## config.mk

```make
export PLATFORM = sky130hd
export DESIGN_NAME = bcd_to_bin_seq
export DESIGN_NICKNAME = d
export VERILOG_FILES = /design/src/rtl/bcd_to_bin_seq.sv
export SDC_FILE = /design/constraint.sdc
export NUM_CORES = 1
export LEC_CHECK = 0
export ABC_AREA = 1
export ABC_CLOCK_PERIOD_IN_PS = 1300
export BUFFER_PORTS_ARGS = -buffer_cell sky130_fd_sc_hd__buf_2
export CAP_MARGIN = 20
export CORE_UTILIZATION = 45
export DETAILED_ROUTE_END_ITERATION = 6
export PLACE_DENSITY = 0.66
export SLEW_MARGIN = 20
export SYNTH_ARGS = -nofsm -noshare
export SYNTH_HDL_FRONTEND = slang
export SYNTH_SLANG_ARGS = --single-unit
export TNS_END_PERCENT = 1
```

## constraint.sdc

```tcl
create_clock -name clk -period 1.3 [get_ports clk]
set_input_delay 0.065 -clock clk [delete_from_list [all_inputs] [get_ports clk]]
set_output_delay 0.065 -clock clk [all_outputs]
set_load 0.01 [all_outputs]
```

## src/rtl/bcd_to_bin_seq.sv

```systemverilog
// Sequential 3-digit BCD to 10-bit binary converter using reverse double dabble (shift right, subtract 3).
// Optional BCD_DIGIT_CHECK_EN builds an ERR state that rejects any digit above 9.
module bcd_to_bin_seq (
    input  logic        clk,
    input  logic        rst,
    input  logic        start,
    input  logic [11:0] bcd_in,
    output logic [9:0]  bin_out,
    output logic        busy,
    output logic        done,
    output logic        err
);

    localparam int unsigned BCD_W      = 12;
    localparam int unsigned BIN_W      = 10;
    localparam int unsigned WORK_W     = BCD_W + BIN_W;
    localparam int unsigned CNT_W      = 4;
    localparam int unsigned NUM_SHIFTS = 10;

    typedef enum logic [1:0] {
        IDLE  = 2'd0,
        SHIFT = 2'd1,
        ERR   = 2'd2
    } state_t;

    state_t              state_q, state_d;
    logic [WORK_W-1:0]   work_q, work_d;
    logic [CNT_W-1:0]    cnt_q, cnt_d;
    logic [BIN_W-1:0]    bin_q, bin_d;
    logic                busy_q, busy_d;
    logic                done_q, done_d;
    logic                err_d;
    logic [WORK_W-1:0]   shifted_c;
    logic                digit_bad_c;

    // One reverse double-dabble step: shift right, then pull each digit field >= 8 back by 3.
    always_comb begin
        shifted_c = work_q >> 1;
        if (shifted_c[21:18] >= 4'd8) shifted_c[21:18] = shifted_c[21:18] - 4'd3;
        if (shifted_c[17:14] >= 4'd8) shifted_c[17:14] = shifted_c[17:14] - 4'd3;
        if (shifted_c[13:10] >= 4'd8) shifted_c[13:10] = shifted_c[13:10] - 4'd3;
    end

`ifdef BCD_DIGIT_CHECK_EN
    logic err_q;
    assign digit_bad_c = (bcd_in[11:8] > 4'd9) || (bcd_in[7:4] > 4'd9) || (bcd_in[3:0] > 4'd9);
    assign err         = err_q;
`else
    assign digit_bad_c = 1'b0;
    assign err         = 1'b0;
`endif

    always_comb begin
        state_d = state_q;
        work_d  = work_q;
        cnt_d   = cnt_q;
        bin_d   = bin_q;
        busy_d  = busy_q;
        done_d  = 1'b0;
`ifdef BCD_DIGIT_CHECK_EN
        err_d   = err_q;
`else
        err_d   = 1'b0;
`endif
        case (state_q)
            IDLE: begin
                if (start) begin
                    work_d  = {bcd_in, BIN_W'(0)};
                    cnt_d   = '0;
                    busy_d  = 1'b1;
                    state_d = digit_bad_c ? ERR : SHIFT;
                end
            end
            SHIFT: begin
                work_d = shifted_c;
                cnt_d  = cnt_q + CNT_W'(1);
                if (cnt_q == CNT_W'(NUM_SHIFTS - 1)) begin
                    bin_d   = shifted_c[BIN_W-1:0];
                    err_d   = 1'b0;
                    done_d  = 1'b1;
                    busy_d  = 1'b0;
                    state_d = IDLE;
                end
            end
`ifdef BCD_DIGIT_CHECK_EN
            ERR: begin
                bin_d   = '0;
                err_d   = 1'b1;
                done_d  = 1'b1;
                busy_d  = 1'b0;
                state_d = IDLE;
            end
`endif
            default: begin
                state_d = IDLE;
                busy_d  = 1'b0;
            end
        endcase
    end

    always_ff @(posedge clk) begin
        if (rst) begin
            state_q <= IDLE;
            work_q  <= '0;
            cnt_q   <= '0;
            bin_q   <= '0;
            busy_q  <= 1'b0;
            done_q  <= 1'b0;
        end else begin
            state_q <= state_d;
            work_q  <= work_d;
            cnt_q   <= cnt_d;
            bin_q   <= bin_d;
            busy_q  <= busy_d;
            done_q  <= done_d;
        end
    end

`ifdef BCD_DIGIT_CHECK_EN
    always_ff @(posedge clk) begin
        if (rst) err_q <= 1'b0;
        else     err_q <= err_d;
    end
`else
    logic unused_c;
    assign unused_c = err_d;
`endif

    assign bin_out = bin_q;
    assign busy    = busy_q;
    assign done    = done_q;

endmodule
```

==> results.txt <==
Die ar. = 0.00399 mm²
top metal layer carrying routed signals = met4
vias in the first global route = 1375
crit start category = flip-flop
Post-Synthesis Cell Area = 0.00168 mm²
clock edge transition at the registers on the reported setup and hold paths = 0.07 ns
switching portion of total power = 0.228
Overflow after GRT = 0
maximum fanout count along the critical path = 4
number of detailed-route iterations in the first pass = 4
share of the clock period used by the worst path after layout = 0.904
post-route cell area = 0.00198 mm²
slew at the pin with the worst max-slew slack = 0.500 ns
worst path required time = 1.52 ns
post-synthesis share of cell area spent on and, or, nand and nor gates = 0.343
wire length of the first global-routing pass = 5.95 mm
number of antenna-violating nets in the routed design = 0
total number of yosys warnings = 0
total via count in the routed design = 1482
Arrival @ worst endpoint = 1.39 ns
count of pins on the block boundary = 28
number of violations of the max-capacitance limit = 0
iteration-0 DRC count of the detailed router = 56
Leak = 0.959 nW
detailed-route wire length on metal 1 = 1.61 mm
routability-driven placement congestion ratio = 0.774
via-per-instance ratio = 4.69
main combinational cell family by area after synthesis = simple AND/OR/NAND/NOR gates
unrepaired setup endpoints after global routing = false
number of fill cells in the layout = 384
share of the synthesized area in compound gates (AO/OA/AOI/OAI) = 0.0707
area share of fa/ha/maj cells after synthesis = 0.0446
area of placed instances = 0.00186 mm²
number of standard-cell rows in the floorplan = 21
Setup TNS = 0 ns
Die Y = 63.1 µm
share of synthesized area spent on multiplexers = 0
commonest cells after routing, fill and taps aside = 95 x sky130_fd_sc_hd__nand2_1, 36 x sky130_fd_sc_hd__dfxtp_1, 26 x sky130_fd_sc_hd__buf_2, 22 x sky130_fd_sc_hd__nand3_1, 20 x sky130_fd_sc_hd__inv_1
buffer depth of the longest clock path = 2
Core Region = 0.00347 mm²
remaining max-slew budget at the tightest pin = 0.664
Worst R2R Path Depth = 4
total area of sequential cells = 742 µm²
clock tree sinks = 37
DR WL met2 = 1.47 mm
parity-gate share of the synthesized area counting xor and xnor cells = 0
Avg Cell Area, Syn = 7.01 µm²
aggregate routed wire length = 3.26 mm
maximum number of pins on one net before global-route repair = 25
post-CTS setup buffer count = 0
path category of the worst min-delay check = primary input to flip-flop
number of endpoints failing setup at the final stage = 0
result of the run = finished clean
Die Width = 63.1 µm
internal power = 0.00188 W
shortest period the worst path allows = 1.18 ns
CTS tree = yes
number of antenna violations at the first check in global routing = 0
combinational share of power = 0.089
CTS root buffer = sky130_fd_sc_hd__clkbuf_8
total of flip-flops plus latches after synthesis = 37
drt drc = 0
DPL Wire Length = 2.22 mm
Post-Syn Instances = 240
worst-case clock skew = 0.00238 ns
Worst Hold Depth = 3
crit end category = flip-flop
total power = 0.00243 W
ratio of cells with drive above 1 in the final layout = 0.181
combined global-route utilization of all metal layers = 0.189
category of the most critical setup path = flip-flop to flip-flop
final count of hold timing violations = 0
count of input and output buffers = 26
clock share of power = 0.418
number of CTS-inserted buffers = 5
starting utilization of the core area = 0.485
Post-CTS Hold Buffers = 0
sequential share of power = 0.493
Power Density = 1230 mW/mm²
clock latency at the later pin of the worst-skew pair = 0.28 ns
max-slew violation total from the final report = 0
number of nets at the end of the flow = 290
Layout Area Growth over Synthesis = 17.7%
switching power = 0.000554 W
Antenna Cells = 0
maximum frequency from static timing analysis = 0.851 GHz
Clock H-tree levels = 2
area of the multi-input gates = 774 µm²
wire per inst = 10.3 µm
nets in the synthesized netlist = 261
part of the Yosys area used for sequential elements = 0.440
met3 wire length = 142 µm
maximum vdd ir drop = 731 µV
most frequent standard cell in the layout excluding fill and tap cells = sky130_fd_sc_hd__nand2_1
number of distinct library cells after synthesis = 21
-- power by group through the flow --
| stage | registers (W) | logic [W] | clock network, W |
|---|---|---|---|
| 2_1_floorplan | 0.00121 | 0.000161 | 0 |
| 3_3_place_gp | 0.00122 | 0.000215 | 0 |
| 3_5_place_dp | 0.00122 | 0.000218 | 0 |
| 4_1_cts | 0.00120 | 0.000220 | 0.00104 |
| 5_1_grt | 0.00120 | 0.000251 | 0.00110 |
| 6_report | 0.00120 | 0.000216 | 0.00102 |
-- kinds of logic after synthesis --
kind of cell               Yosys count
DFF                                 37
other                                1
adders and majority gates            6
and+or+nand+nor                    138
AOI/OAI and AO/OA                   23
buffers and inverters               35
-- synthesized netlist by cell type (all sizes together) --
cell type  number  area, µm²
nand4           2       18.8
o21ai           4       20.0
buf            10       72.6
nand2          95        357
and2            1       6.26
clkinv          1       3.75
clkbuf          2       7.51
ha              6       75.1
dfxtp          37        741
inv            22       82.6
conb            1       3.75
a21oi          19       98.9
nand3          22        110
nor2           17       78.8
or2             1       6.26
-- registers in the layout, summed over array words and instances (netlist names) --
signal	flops
bin_out	10
cnt_q	4
done	1
work_q	21
busy	1
-- routing by layer --
metal | global-route usage | vias up
li1 | - | 800
met4 | 0.0640 | 0
met3 | 0.0652 | 5
met5 | 0 | -
met1 | 0.245 | 652
met2 | 0.290 | 25
-- layout make-up --
class | instances | area share
multi-input cells | 168 | 0.391
flip-flops and latches | 37 | 0.375
repair buffers | 34 | 0.102
clock buffers | 7 | 0.0436
inverters | 23 | 0.0436
well taps | 46 | 0.0291
clock inverters | 1 | 0.0152
-- critical path, stage by stage (launching register included) --
cell                      delay [ns]
sky130_fd_sc_hd__dfxtp_1        0.38
sky130_fd_sc_hd__inv_1          0.06
sky130_fd_sc_hd__ha_1           0.26
sky130_fd_sc_hd__or2_2          0.29
sky130_fd_sc_hd__a21oi_1        0.12
-- worst paths after layout --
path,to,start,slack (ns)
setup / recovery,cnt_q[1],cnt_q[1],0.12
hold / removal,work_q[21],bcd_in[11],0.03
setup reg to reg,cnt_q[1],cnt_q[1],0.12
hold reg to reg,bin_out[0],work_q[1],0.45
-- stage by stage --
stage	worst slack [ns]	hold WS, ns	util	std cells
6_report	0.125	0.0268	0.571	316
3_5_place_dp	0.0992	0.332	0.537	308
3_3_place_gp	0.140	0.323	0.537	308
4_1_cts	0.114	0.0220	0.571	316
5_1_grt	0.00680	0.0398	0.571	316
2_1_floorplan	0.213	0.208	-	240
-- timing repair --
item                                   in CTS  in global routing
endpoints found under the hold margin       0                  0
resized for setup                           1                  0
setup endpoints to repair                   1                  0
Note: power is estimated with default switching activity, not from simulation.
